$ cat src/rtl/scroll_engine_pkg.sv
// Shared console types for the scroll engine: row/column geometry, the scroll
// command record, FSM states and the command decode helpers.
package scroll_engine_pkg;

    localparam int CONSOLE_LINES   = 24;
    localparam int CONSOLE_COLUMNS = 80;
    localparam int ROW_W           = 5;
    localparam int ADDR_W          = 12;

    localparam logic [ROW_W-1:0] ROW_ONE  = ROW_W'(1);
    localparam logic [ROW_W:0]   ROWS_ONE = (ROW_W+1)'(1);

    typedef struct packed {
        logic             dir;     // 0 up, 1 down
        logic [ROW_W-1:0] step;
        logic [ROW_W-1:0] top;
        logic [ROW_W-1:0] bottom;
        logic             reset;
    } Scrolling_t;

    typedef enum logic [2:0] {IDLE, COPY, DRAIN, CLEAR, DONE} ScrollState_t;

    typedef struct packed {
        logic             valid;
        logic             dir;
        logic [ROW_W:0]   st;
        logic [ROW_W:0]   copy_rows;
        logic [ROW_W-1:0] top;
        logic [ROW_W-1:0] bottom;
    } scroll_plan_t;

    // Region height, effective step (0 -> 1, clamped to height) and rows to copy.
    function automatic scroll_plan_t make_plan(input Scrolling_t s, input int lines);
        scroll_plan_t   p;
        logic [ROW_W:0] h;
        h           = {1'b0, s.bottom} - {1'b0, s.top} + ROWS_ONE;
        p.valid     = (s.top <= s.bottom) && (int'(s.bottom) < lines);
        p.dir       = s.dir;
        p.top       = s.top;
        p.bottom    = s.bottom;
        p.st        = (s.step == '0) ? ROWS_ONE : {1'b0, s.step};
        if (p.st > h)
            p.st = h;
        p.copy_rows = h - p.st;
        return p;
    endfunction

    // First row of the vacated band: the bottom band for up, the top band for down.
    function automatic logic [ROW_W-1:0] clear_row(input logic dir, input logic [ROW_W-1:0] top,
                                                    input logic [ROW_W-1:0] bottom,
                                                    input logic [ROW_W:0] st);
        return dir ? top : bottom - st[ROW_W-1:0] + ROW_ONE;
    endfunction

endpackage

$ cat src/rtl/scroll_addr_counter.sv
// Walks a band of rows (up or down), columns 0..COLS-1 within each row, and
// presents the linear cell address plus a flag on the band's final cell.
module scroll_addr_counter
    import scroll_engine_pkg::*;
#(
    parameter int COLS = CONSOLE_COLUMNS
) (
    input  logic              clk,
    input  logic              rst,
    input  logic              load,
    input  logic              adv,
    input  logic              down,
    input  logic [ROW_W-1:0]  start_row,
    input  logic [ROW_W:0]    rows,
    output logic [ADDR_W-1:0] addr,
    output logic              last
);

    localparam int COL_W = (COLS > 1) ? $clog2(COLS) : 1;
    localparam logic [COL_W-1:0] COL_MAX = COL_W'(COLS - 1);
    localparam logic [COL_W-1:0] COL_ONE = COL_W'(1);

    logic [ROW_W-1:0] row;
    logic [COL_W-1:0] col;
    logic [ROW_W:0]   left;
    logic             dn;

    always_ff @(posedge clk or posedge rst) begin
        if (rst) begin
            row  <= '0;
            col  <= '0;
            left <= '0;
            dn   <= 1'b0;
        end else if (load) begin
            row  <= start_row;
            col  <= '0;
            left <= rows;
            dn   <= down;
        end else if (adv) begin
            if (col == COL_MAX) begin
                col  <= '0;
                row  <= dn ? row - ROW_ONE : row + ROW_ONE;
                left <= left - ROWS_ONE;
            end else begin
                col <= col + COL_ONE;
            end
        end
    end

    assign addr = ADDR_W'(int'(row) * COLS) + ADDR_W'(col);
    assign last = (col == COL_MAX) && (left == ROWS_ONE);

endmodule

$ cat src/rtl/scroll_engine.sv
// Character-RAM scroll engine: copies a row band by step rows, then blanks the
// vacated rows. Define SCROLL_REQ_BUFFER_EN to queue one request while busy.
module scroll_engine
    import scroll_engine_pkg::*;
#(
    parameter int LINES  = CONSOLE_LINES,
    parameter int COLS   = CONSOLE_COLUMNS,
    parameter int CELL_W = 16
) (
    input  logic              clk,
    input  logic              rst,
    input  logic              scroll_req,
    input  Scrolling_t        scroll,
    input  logic [CELL_W-1:0] blank_cell,
    output logic [11:0]       rd_addr,
    input  logic [CELL_W-1:0] rd_data,
    output logic              wr_en,
    output logic [11:0]       wr_addr,
    output logic [CELL_W-1:0] wr_data,
    output logic              busy,
    output logic              done,
    output logic              dropped
);

    ScrollState_t      state, state_d;
    logic              launch;
    Scrolling_t        src_scroll;
    logic [CELL_W-1:0] src_blank;
    scroll_plan_t      plan;

    logic              cur_dir;
    logic [ROW_W:0]    cur_st;
    logic [ROW_W-1:0]  cur_top, cur_bottom;
    logic [CELL_W-1:0] blank_q;
    logic [ADDR_W-1:0] prev_dst;
    logic              wr_pend;

    logic              ld;
    logic              ld_down;
    logic [ROW_W-1:0]  ld_start;
    logic [ROW_W:0]    ld_rows;
    logic [ADDR_W-1:0] cnt_addr;
    logic              cnt_last;
    logic [ADDR_W-1:0] src_off;

`ifdef SCROLL_REQ_BUFFER_EN
    logic              pend_vld;
    Scrolling_t        pend_scroll;
    logic [CELL_W-1:0] pend_blank;
    logic              store_pend, take_pend;
`endif

    always_comb begin
        state_d    = state;
        launch     = 1'b0;
        src_scroll = scroll;
        src_blank  = blank_cell;
        dropped    = 1'b0;
`ifdef SCROLL_REQ_BUFFER_EN
        store_pend = 1'b0;
        take_pend  = 1'b0;
`endif
        case (state)
            IDLE:    launch = scroll_req;
            COPY:    if (cnt_last) state_d = DRAIN;
            DRAIN:   state_d = CLEAR;
            CLEAR:   if (cnt_last) state_d = DONE;
            DONE:    state_d = IDLE;
            default: state_d = IDLE;
        endcase
`ifdef SCROLL_REQ_BUFFER_EN
        // A request arriving in DONE starts straight away, as if it had been buffered.
        if (state == DONE) begin
            if (pend_vld) begin
                launch     = 1'b1;
                take_pend  = 1'b1;
                src_scroll = pend_scroll;
                src_blank  = pend_blank;
                dropped    = scroll_req;
            end else begin
                launch = scroll_req;
            end
        end else if (state != IDLE && scroll_req) begin
            if (pend_vld)
                dropped = 1'b1;
            else
                store_pend = 1'b1;
        end
`else
        dropped = scroll_req && (state != IDLE);
`endif
        plan = make_plan(src_scroll, LINES);
        if (launch)
            state_d = !plan.valid ? DONE : (plan.copy_rows != '0) ? COPY : CLEAR;
        if (scroll.reset) begin
            state_d = IDLE;
            launch  = 1'b0;
`ifdef SCROLL_REQ_BUFFER_EN
            store_pend = 1'b0;
`endif
        end
    end

    // Counter loads the copy band at launch, or the clear band (at launch when
    // nothing is copied, otherwise during DRAIN).
    always_comb begin
        ld = launch || (state == DRAIN);
        if (launch && plan.copy_rows != '0) begin
            ld_start = plan.dir ? plan.bottom : plan.top;
            ld_rows  = plan.copy_rows;
            ld_down  = plan.dir;
        end else if (launch) begin
            ld_start = clear_row(plan.dir, plan.top, plan.bottom, plan.st);
            ld_rows  = plan.st;
            ld_down  = 1'b0;
        end else begin
            ld_start = clear_row(cur_dir, cur_top, cur_bottom, cur_st);
            ld_rows  = cur_st;
            ld_down  = 1'b0;
        end
    end

    scroll_addr_counter #(.COLS(COLS)) u_cnt (
        .clk       (clk),
        .rst       (rst),
        .load      (ld),
        .adv       ((state == COPY) || (state == CLEAR)),
        .down      (ld_down),
        .start_row (ld_start),
        .rows      (ld_rows),
        .addr      (cnt_addr),
        .last      (cnt_last)
    );

    always_ff @(posedge clk or posedge rst) begin
        if (rst) begin
            state      <= IDLE;
            cur_dir    <= 1'b0;
            cur_st     <= '0;
            cur_top    <= '0;
            cur_bottom <= '0;
            blank_q    <= '0;
            prev_dst   <= '0;
            wr_pend    <= 1'b0;
        end else begin
            state   <= state_d;
            wr_pend <= (state == COPY);
            if (state == COPY)
                prev_dst <= cnt_addr;
            if (launch) begin
                cur_dir    <= plan.dir;
                cur_st     <= plan.st;
                cur_top    <= plan.top;
                cur_bottom <= plan.bottom;
                blank_q    <= src_blank;
            end
        end
    end

`ifdef SCROLL_REQ_BUFFER_EN
    always_ff @(posedge clk or posedge rst) begin
        if (rst) begin
            pend_vld    <= 1'b0;
            pend_scroll <= '0;
            pend_blank  <= '0;
        end else if (scroll.reset || take_pend) begin
            pend_vld <= 1'b0;
        end else if (store_pend) begin
            pend_vld    <= 1'b1;
            pend_scroll <= scroll;
            pend_blank  <= blank_cell;
        end
    end
`endif

    // Source row sits step rows below (up) or above (down) the destination.
    assign src_off = ADDR_W'(int'(cur_st) * COLS);

    always_comb begin
        rd_addr = '0;
        wr_en   = 1'b0;
        wr_addr = '0;
        wr_data = '0;
        case (state)
            COPY: begin
                rd_addr = cur_dir ? cnt_addr - src_off : cnt_addr + src_off;
                if (wr_pend) begin
                    wr_en   = 1'b1;
                    wr_addr = prev_dst;
                    wr_data = rd_data;
                end
            end
            DRAIN: begin
                wr_en   = 1'b1;
                wr_addr = prev_dst;
                wr_data = rd_data;
            end
            CLEAR: begin
                wr_en   = 1'b1;
                wr_addr = cnt_addr;
                wr_data = blank_q;
            end
            default: ;
        endcase
    end

    assign busy = (state == COPY) || (state == DRAIN) || (state == CLEAR);
    assign done = (state == DONE);

endmodule

$ cat config.mk
export PLATFORM = sky130hd
export DESIGN_NAME = scroll_engine
export DESIGN_NICKNAME = d
export VERILOG_FILES = /design/src/rtl/scroll_engine_pkg.sv /design/src/rtl/scroll_addr_counter.sv /design/src/rtl/scroll_engine.sv
export SDC_FILE = /design/constraint.sdc
export NUM_CORES = 1
export LEC_CHECK = 0
export CAP_MARGIN = 5
export CORE_MARGIN = 3
export CORE_UTILIZATION = 40
export DETAILED_ROUTE_END_ITERATION = 8
export PLACE_DENSITY = 0.65
export REMOVE_ABC_BUFFERS = 1
export SETUP_SLACK_MARGIN = 0.02
export SYNTH_ARGS = -nofsm -noshare
export SYNTH_HDL_FRONTEND = slang
export SYNTH_HIERARCHICAL = 1
export SYNTH_SLANG_ARGS = --single-unit
$ cat constraint.sdc
create_clock -name clk -period 9.75 [get_ports clk]
set_input_delay 1.95 -clock clk [delete_from_list [all_inputs] [get_ports clk]]
set_output_delay 1.95 -clock clk [all_outputs]
set_load 0.05 [all_outputs]
==> results of run 1 <==
[cell families (layout without fill, tap and decap cells)]
family          after synthesis  after routing
simple gates                277            277
compound gates              160            160
xor+xnor                     49             49
flops                        68             68
fa+ha+maj                    71             71
buf+inv                      95            170
mux                          11             11
[routing by layer]
metal	GRT usage	part of all wire	up-vias
li1	-	-	2661
met1	0.273	0.46	2519
met2	0.306	0.46	164
met3	0.0353	0.056	34
met4	0.0519	0.019	0
met5	0	0	-
[area by class of cell]
type / count / area (um^2)
Sequential cell: 68 / 1700
Inverter: 56 / 210
Clock buffer: 10 / 239
Fill cell: 1387 / 7270
Multi-Input combinational cell: 568 / 3950
Tap cell: 184 / 230
Timing Repair Buffer: 98 / 973
Clock inverter: 6 / 63.8
[through the flow]
step                      power, W   util  worst slack (ps)  area, um^2
after floorplan            0.00130      -              2380        5860
after global placement     0.00153  0.483              1780        7070
after detailed placement   0.00157  0.483              1490        7070
after CTS                  0.00192  0.503              1830        7370
after global routing       0.00208  0.503              1230        7370
final                      0.00190  0.503              1760        7370
[worst register-to-register path: cells and delay by family (launching register included)]
family           cells  cell delay (ps)
flip-flops           1              480
AND/OR/NAND/NOR      5             1920
AO/OA/AOI/OAI        1              520
[flip-flops by register name, summed over array words and instances (netlist names)]
name / count
blank_q: 16
cur_bottom: 5
cur_dir: 1
cur_st: 6
cur_top: 5
prev_dst: 12
state: 3
u_cnt/col: 7
u_cnt/dn: 1
u_cnt/left: 6
u_cnt/row: 5
wr_pend: 1
[layout by cell type (no fill, tap or decap), drive strengths merged, types with 16 or more instances in the layout]
| cell type | netlist | routed |
|---|---|---|
| xor2 | 17 | 17 |
| a21o | 18 | 18 |
| nor2 | 42 | 42 |
| clkdlybuf4s50 | 0 | 95 |
| xnor2 | 32 | 32 |
| a21oi | 33 | 33 |
| inv | 56 | 56 |
| a22o | 28 | 28 |
| ha | 63 | 63 |
| nor2b | 16 | 16 |
| nand2 | 130 | 130 |
| o21ai | 40 | 40 |
| dfrtp | 68 | 68 |
[where the power goes]
part | internal [W] | total [W] | switching [W] | leakage [nW]
Sequential | 0.000357 | 0.000431 | 0.0000742 | 0.871
Clock | 0.000204 | 0.000330 | 0.000126 | 0.144
Combinational | 0.000505 | 0.00114 | 0.000637 | 2.43
[worst paths after layout]
kind	startpoint	endpoint	slack, ps	cells after the start
worst min-delay path	prev_dst[6]	prev_dst[6]	470	2
worst max-delay path	scroll[2]	u_cnt/row[3]	1760	29
worst min register to register	prev_dst[6]	prev_dst[6]	470	2
worst max register to register	state[2]	u_cnt/row[4]	6760	6
max in group asynchronous	rst	cur_st[0]	6860	2
min in group asynchronous	rst	u_cnt/row[2]	2100	2
==> summary.md, run 1 <==
| Metric | Value |
|---|---|
| Average routed wire per standard cell | 15.8 um |
| CTS Sinks | 68 |
| Worst Path Max Fanout | 14 |
| Number of setup violations in the final report | 0 |
| Seq cells post-synth | 68 |
| Post-synth ARST share | 1.00 |
| Deepest clock path buffer count | 2 |
| Tmin final | 7990 ps |
| Area of the die | 16,600 um^2 |
| Crit start category | primary input |
| Power density over cell area | 258 nW/um^2 |
| Worst-Margin Slew | 1260 ps |
| CP required | 9980 ps |
| Routed WL | 15.6 mm |
| Initial DRC count | 439 |
| Compound-Gate Fraction of Synth Area | 0.181 |
| Initial Util | 0.413 |
| Xor/xnor share of the synthesized area | 0.0735 |
| Synth area leaders | dfrtp_1 28%, ha_1 13%, nand2_1 8.1%, xnor2_1 4.3%, a22o_1 4.1% |
| Largest net degree at the start of global routing | 50 |
| Synthesized area | 6040 um^2 |
| Final Cycle Share | 0.819 |
| RePlAce Congestion | 0.894 |
| Vias | 5,378 |
| I/O pin count | 96 |
| DRT Pass-1 Iters | 6 |
| Critical path's slowest cell | clkdlybuf4s50_1 |
| Count leader, synth | nand2_1 |
| Vert. Die Dim | 129 um |
| Synth cell types | 66 |
| Achievable Freq | 0.125 GHz |
| Htree depth | 3 |
| Leakage | 3.45 nW |
| Post-route antenna net violation count | 0 |
| WS Path Type | primary input to flop |
| Global route overflow | 0 |
| Delay-heaviest family, CP | simple AND/OR/NAND/NOR gates |
| Vias in the first global route | 5,273 |
| Status | finished clean |
| Non-filler cells, final | 990 |
| Post-synthesis mux area share | 0.0203 |
| Core Rows | 44 |
| Gate count of the mapped netlist | 731 |
| Core area | 14,600 um^2 |
| Root Driver | clkbuf_16 |
| GRT Total Usage | 0.194 |
| # hold bufs at CTS | 0 |
| CP max stage delay | 490 ps |
| Worst VDD drop | 0.000170 V |
| DR DRC count | 0 |
| Die X | 129 um |
| Yosys top cell area share | 0.282 |
| CTS tree | built |
| Pins Over Slew Limit | 0 |
| Worst hold slack | 473 ps |
| Yosys top cell by area | dfrtp_1 |
| Final nets | 923 |
| Syn avg cell area | 8.27 um^2 |
| Port Buffer Count | 95 |
| Setup TNS | 0 ps |
| Setup crit end kind | flop |
| Largest family of logic cells by synthesized area | simple AND/OR/NAND/NOR gates |
| Adder-Cell Fraction of Synth Area | 0.155 |
| CP most frequent cell | ha_1 |
| # Max-Cap Violations | 0 |
| Top_reg_cell synth | dfrtp_1 |
| EDFF count, synth | 0 |
| First-pass GRT wire length | 26.3 mm |
| Final hold violations | 0 |
| Layout cell share with drive strength beyond 1 | 0.0571 |
| Antenna Cells | 0 |
| Inserted Clock Buffers | 9 |
| CP Buf/Inv Count | 6 |
| Crit path arrival time | 8220 ps |
| DP HPWL | 12.2 mm |
| Post-Synth Simple-Gate Area | 0.223 |
| RSZ-0062 raised after global routing | no |
| Post-CTS Setup Repair Bufs | 0 |
| Synthesis Warnings | 6 |
| CTS clk-pin slew, worst paths | 50 ps |
| Synth-to-layout area growth | 22.0% |
| DP Cell Count | 974 |
| Post-cts sizing count | 0 |
| Clock Latency Late Sink | 340 ps |
| Rel. slew slack | 0.161 |
| Seq/Total Area, Yosys | 0.282 |
| Worst min path class | flop to flop |
| Vias/cell | 5.43 |
| Clock Skews | 8.51 ps |
| Initial antenna violation count | 0 |
| Synth top cells by count | 130 x nand2_1, 68 x dfrtp_1, 63 x ha_1 |
Note: power is estimated with default switching activity, not from simulation.
==> run 2, diff against run 1 <==
==> constraint.sdc (replaced) <==
create_clock -name clk -period 7.4 [get_ports clk]
set_input_delay 1.48 -clock clk [delete_from_list [all_inputs] [get_ports clk]]
set_output_delay 1.48 -clock clk [all_outputs]
set_load 0.05 [all_outputs]
==> run 2 against run 1 <==
Net effect: cell count is 1.4% higher; via count is 1.6% higher; sequential power is 32% higher; largest cell class unchanged; global-route usage is 0.12 points higher; design area is 2.2% higher; utilization is 1.1 points higher; combinational power is 34% higher.
==> summary.md, run 2 (synthesized netlist as in run 1, its figures left out) <==
| Metric | Value |
|---|---|
| Initial Util | 0.413 |
| Achievable Freq | 0.144 GHz |
| # hold bufs at CTS | 0 |
| Number of setup violations in the final report | 0 |
| Top Registers | blank_q (16), prev_dst (12), u_cnt/col (7) |
| Largest net degree at the start of global routing | 50 |
| R2R Path End | u_cnt/row[4] |
| CP most frequent cell | ha_1 |
| Leakage | 3.53 nW |
| Final hold violations | 0 |
| Vias in the first global route | 5,339 |
| Critical path's slowest cell | clkdlybuf4s50_1 |
| Area of the die | 16,600 um^2 |
| Core Rows | 44 |
| Port Buffer Count | 95 |
| Clock Latency Late Sink | 330 ps |
| # Max-Cap Violations | 0 |
| CTS clk-pin slew, worst paths | 60 ps |
| CP required | 7570 ps |
| GRT Total Usage | 0.195 |
| CTS Sinks | 68 |
| I/O pin count | 96 |
| Worst-Margin Slew | 1210 ps |
| Inserted Clock Buffers | 9 |
| DP HPWL | 12.2 mm |
| Clock Skews | 6.50 ps |
| First-pass GRT wire length | 26.4 mm |
| Setup crit end kind | flop |
| Power density over cell area | 341 nW/um^2 |
| Root Driver | clkbuf_16 |
| Initial antenna violation count | 0 |
| R2R Setup Slk | 4380 ps |
| RePlAce Congestion | 0.895 |
| Worst Path Max Fanout | 6 |
| WS Path Type | primary input to flop |
| RSZ-0062 raised after global routing | no |
| DRT Pass-1 Iters | 6 |
| Global route overflow | 0 |
| Crit path arrival time | 7110 ps |
| Synth-to-layout area growth | 24.7% |
| CTS tree | built |
| Layout cell share with drive strength beyond 1 | 0.0744 |
| Vias | 5,462 |
| CP max stage delay | 510 ps |
| Antenna Cells | 0 |
| Hold endpoint | prev_dst[1] |
| Average routed wire per standard cell | 15.8 um |
| Vias/cell | 5.44 |
| Status | finished clean |
| Htree depth | 3 |
| Core area | 14,600 um^2 |
| Hold_sp | prev_dst[1] |
| Setup TNS | 0 ps |
| Largest register FFs | 16 |
| Non-filler cells, final | 1,004 |
| Worst VDD drop | 0.000188 V |
| Top reg by flops | blank_q |
| Highest-count cells in the layout ignoring fill and taps | 130 x nand2_1, 95 x clkdlybuf4s50_1, 68 x dfrtp_1, 63 x ha_1, 55 x inv_1 |
| Final Cycle Share | 0.938 |
| Deepest clock path buffer count | 2 |
| Initial DRC count | 310 |
| DP Cell Count | 985 |
| Crit start category | primary input |
| Leading cell type in the layout, fill and taps excluded | nand2_1 |
| Hold path cells | 1 |
| Post-route antenna net violation count | 0 |
| Routed WL | 15.8 mm |
| Tmin final | 6940 ps |
| Vert. Die Dim | 129 um |
| Pins Over Slew Limit | 0 |
| DR DRC count | 0 |
| Die X | 129 um |
| Final nets | 937 |
| Worst r2r src | state[2] |
| Rel. slew slack | 0.192 |
| Worst min path class | flop to flop |
| Worst reg-to-reg path cell count | 6 |
==> run 2: cell types whose count changed in the layout (fill, tap and decap cells not counted), moves of 2 or more <==
cell	before	now
buf_4	3	17
clkbuf_1	0	2
clkinv_2	2	0
clkinvlp_4	2	0
==> run 2: layer usage <==
metal  global-route usage  vias to the layer above  share of wire
met5                    0                        -              0
met1                0.274                     2600           0.48
met3               0.0378                       15          0.047
met4               0.0401                        0          0.012
li1                     -                     2689              -
met2                0.313                      158           0.46
==> run 2: worst max-delay path by stage <==
stage	start	end	slack, ps	cells past startpoint
after global routing	scroll[2]	u_cnt/left[3]	40	29
after CTS	scroll[2]	u_cnt/left[1]	270	29
after global placement	scroll[2]	u_cnt/left[1]	220	29
after detailed placement	scroll[2]	u_cnt/left[1]	-20	29
after floorplan	scroll[2]	u_cnt/row[3]	500	27
final	scroll[2]	u_cnt/left[1]	460	29
==> run 2: timing repair <==
| action | in CTS | in global routing |
|---|---|---|
| gates resized for setup | 0 | 6 |
| buffers inserted | 0 | 3 |
| endpoints found under the hold margin | 0 | 0 |
| endpoints found under the setup margin | 0 | 10 |
==> run 2: power by group <==
part	leakage, nW	switching [W]	total [W]	internal (W)
clock network	0.160	0.000158	0.000473	0.000314
logic	2.50	0.000842	0.00153	0.000687
registers	0.871	0.0000979	0.000569	0.000471
==> run 2: area by class of cell <==
cell class              instances  area, um^2
repair buffers                112        1080
fillers                      1418        7110
clock inverters                 3        68.8
flip-flops and latches         68        1700
clock buffers                  13         260
multi-input cells             568        3980
well taps                     184         230
inverters                      56         210
==> run 2: through the flow <==
step / utilization / hold WS [ps] / setup WS [ps] / total power (W) / area, um^2
6_report: 0.514 / 476 / 459 / 0.00257 / 7530
5_1_grt: 0.514 / 499 / 39.3 / 0.00281 / 7530
4_1_cts: 0.511 / 479 / 273 / 0.00257 / 7480
3_5_place_dp: 0.488 / 466 / -23.9 / 0.00208 / 7150
3_3_place_gp: 0.488 / 459 / 218 / 0.00204 / 7150
2_1_floorplan: - / 445 / 496 / 0.00171 / 5860
==> run 2: worst max-delay path, delay by kind of cell <==
kind,cells,cell delay [ps]
buffers and inverters,6,980
AO/OA/AOI/OAI,7,1380
multiplexers,1,340
adder cells (fa/ha/maj),6,1580
AND/OR/NAND/NOR,9,1330
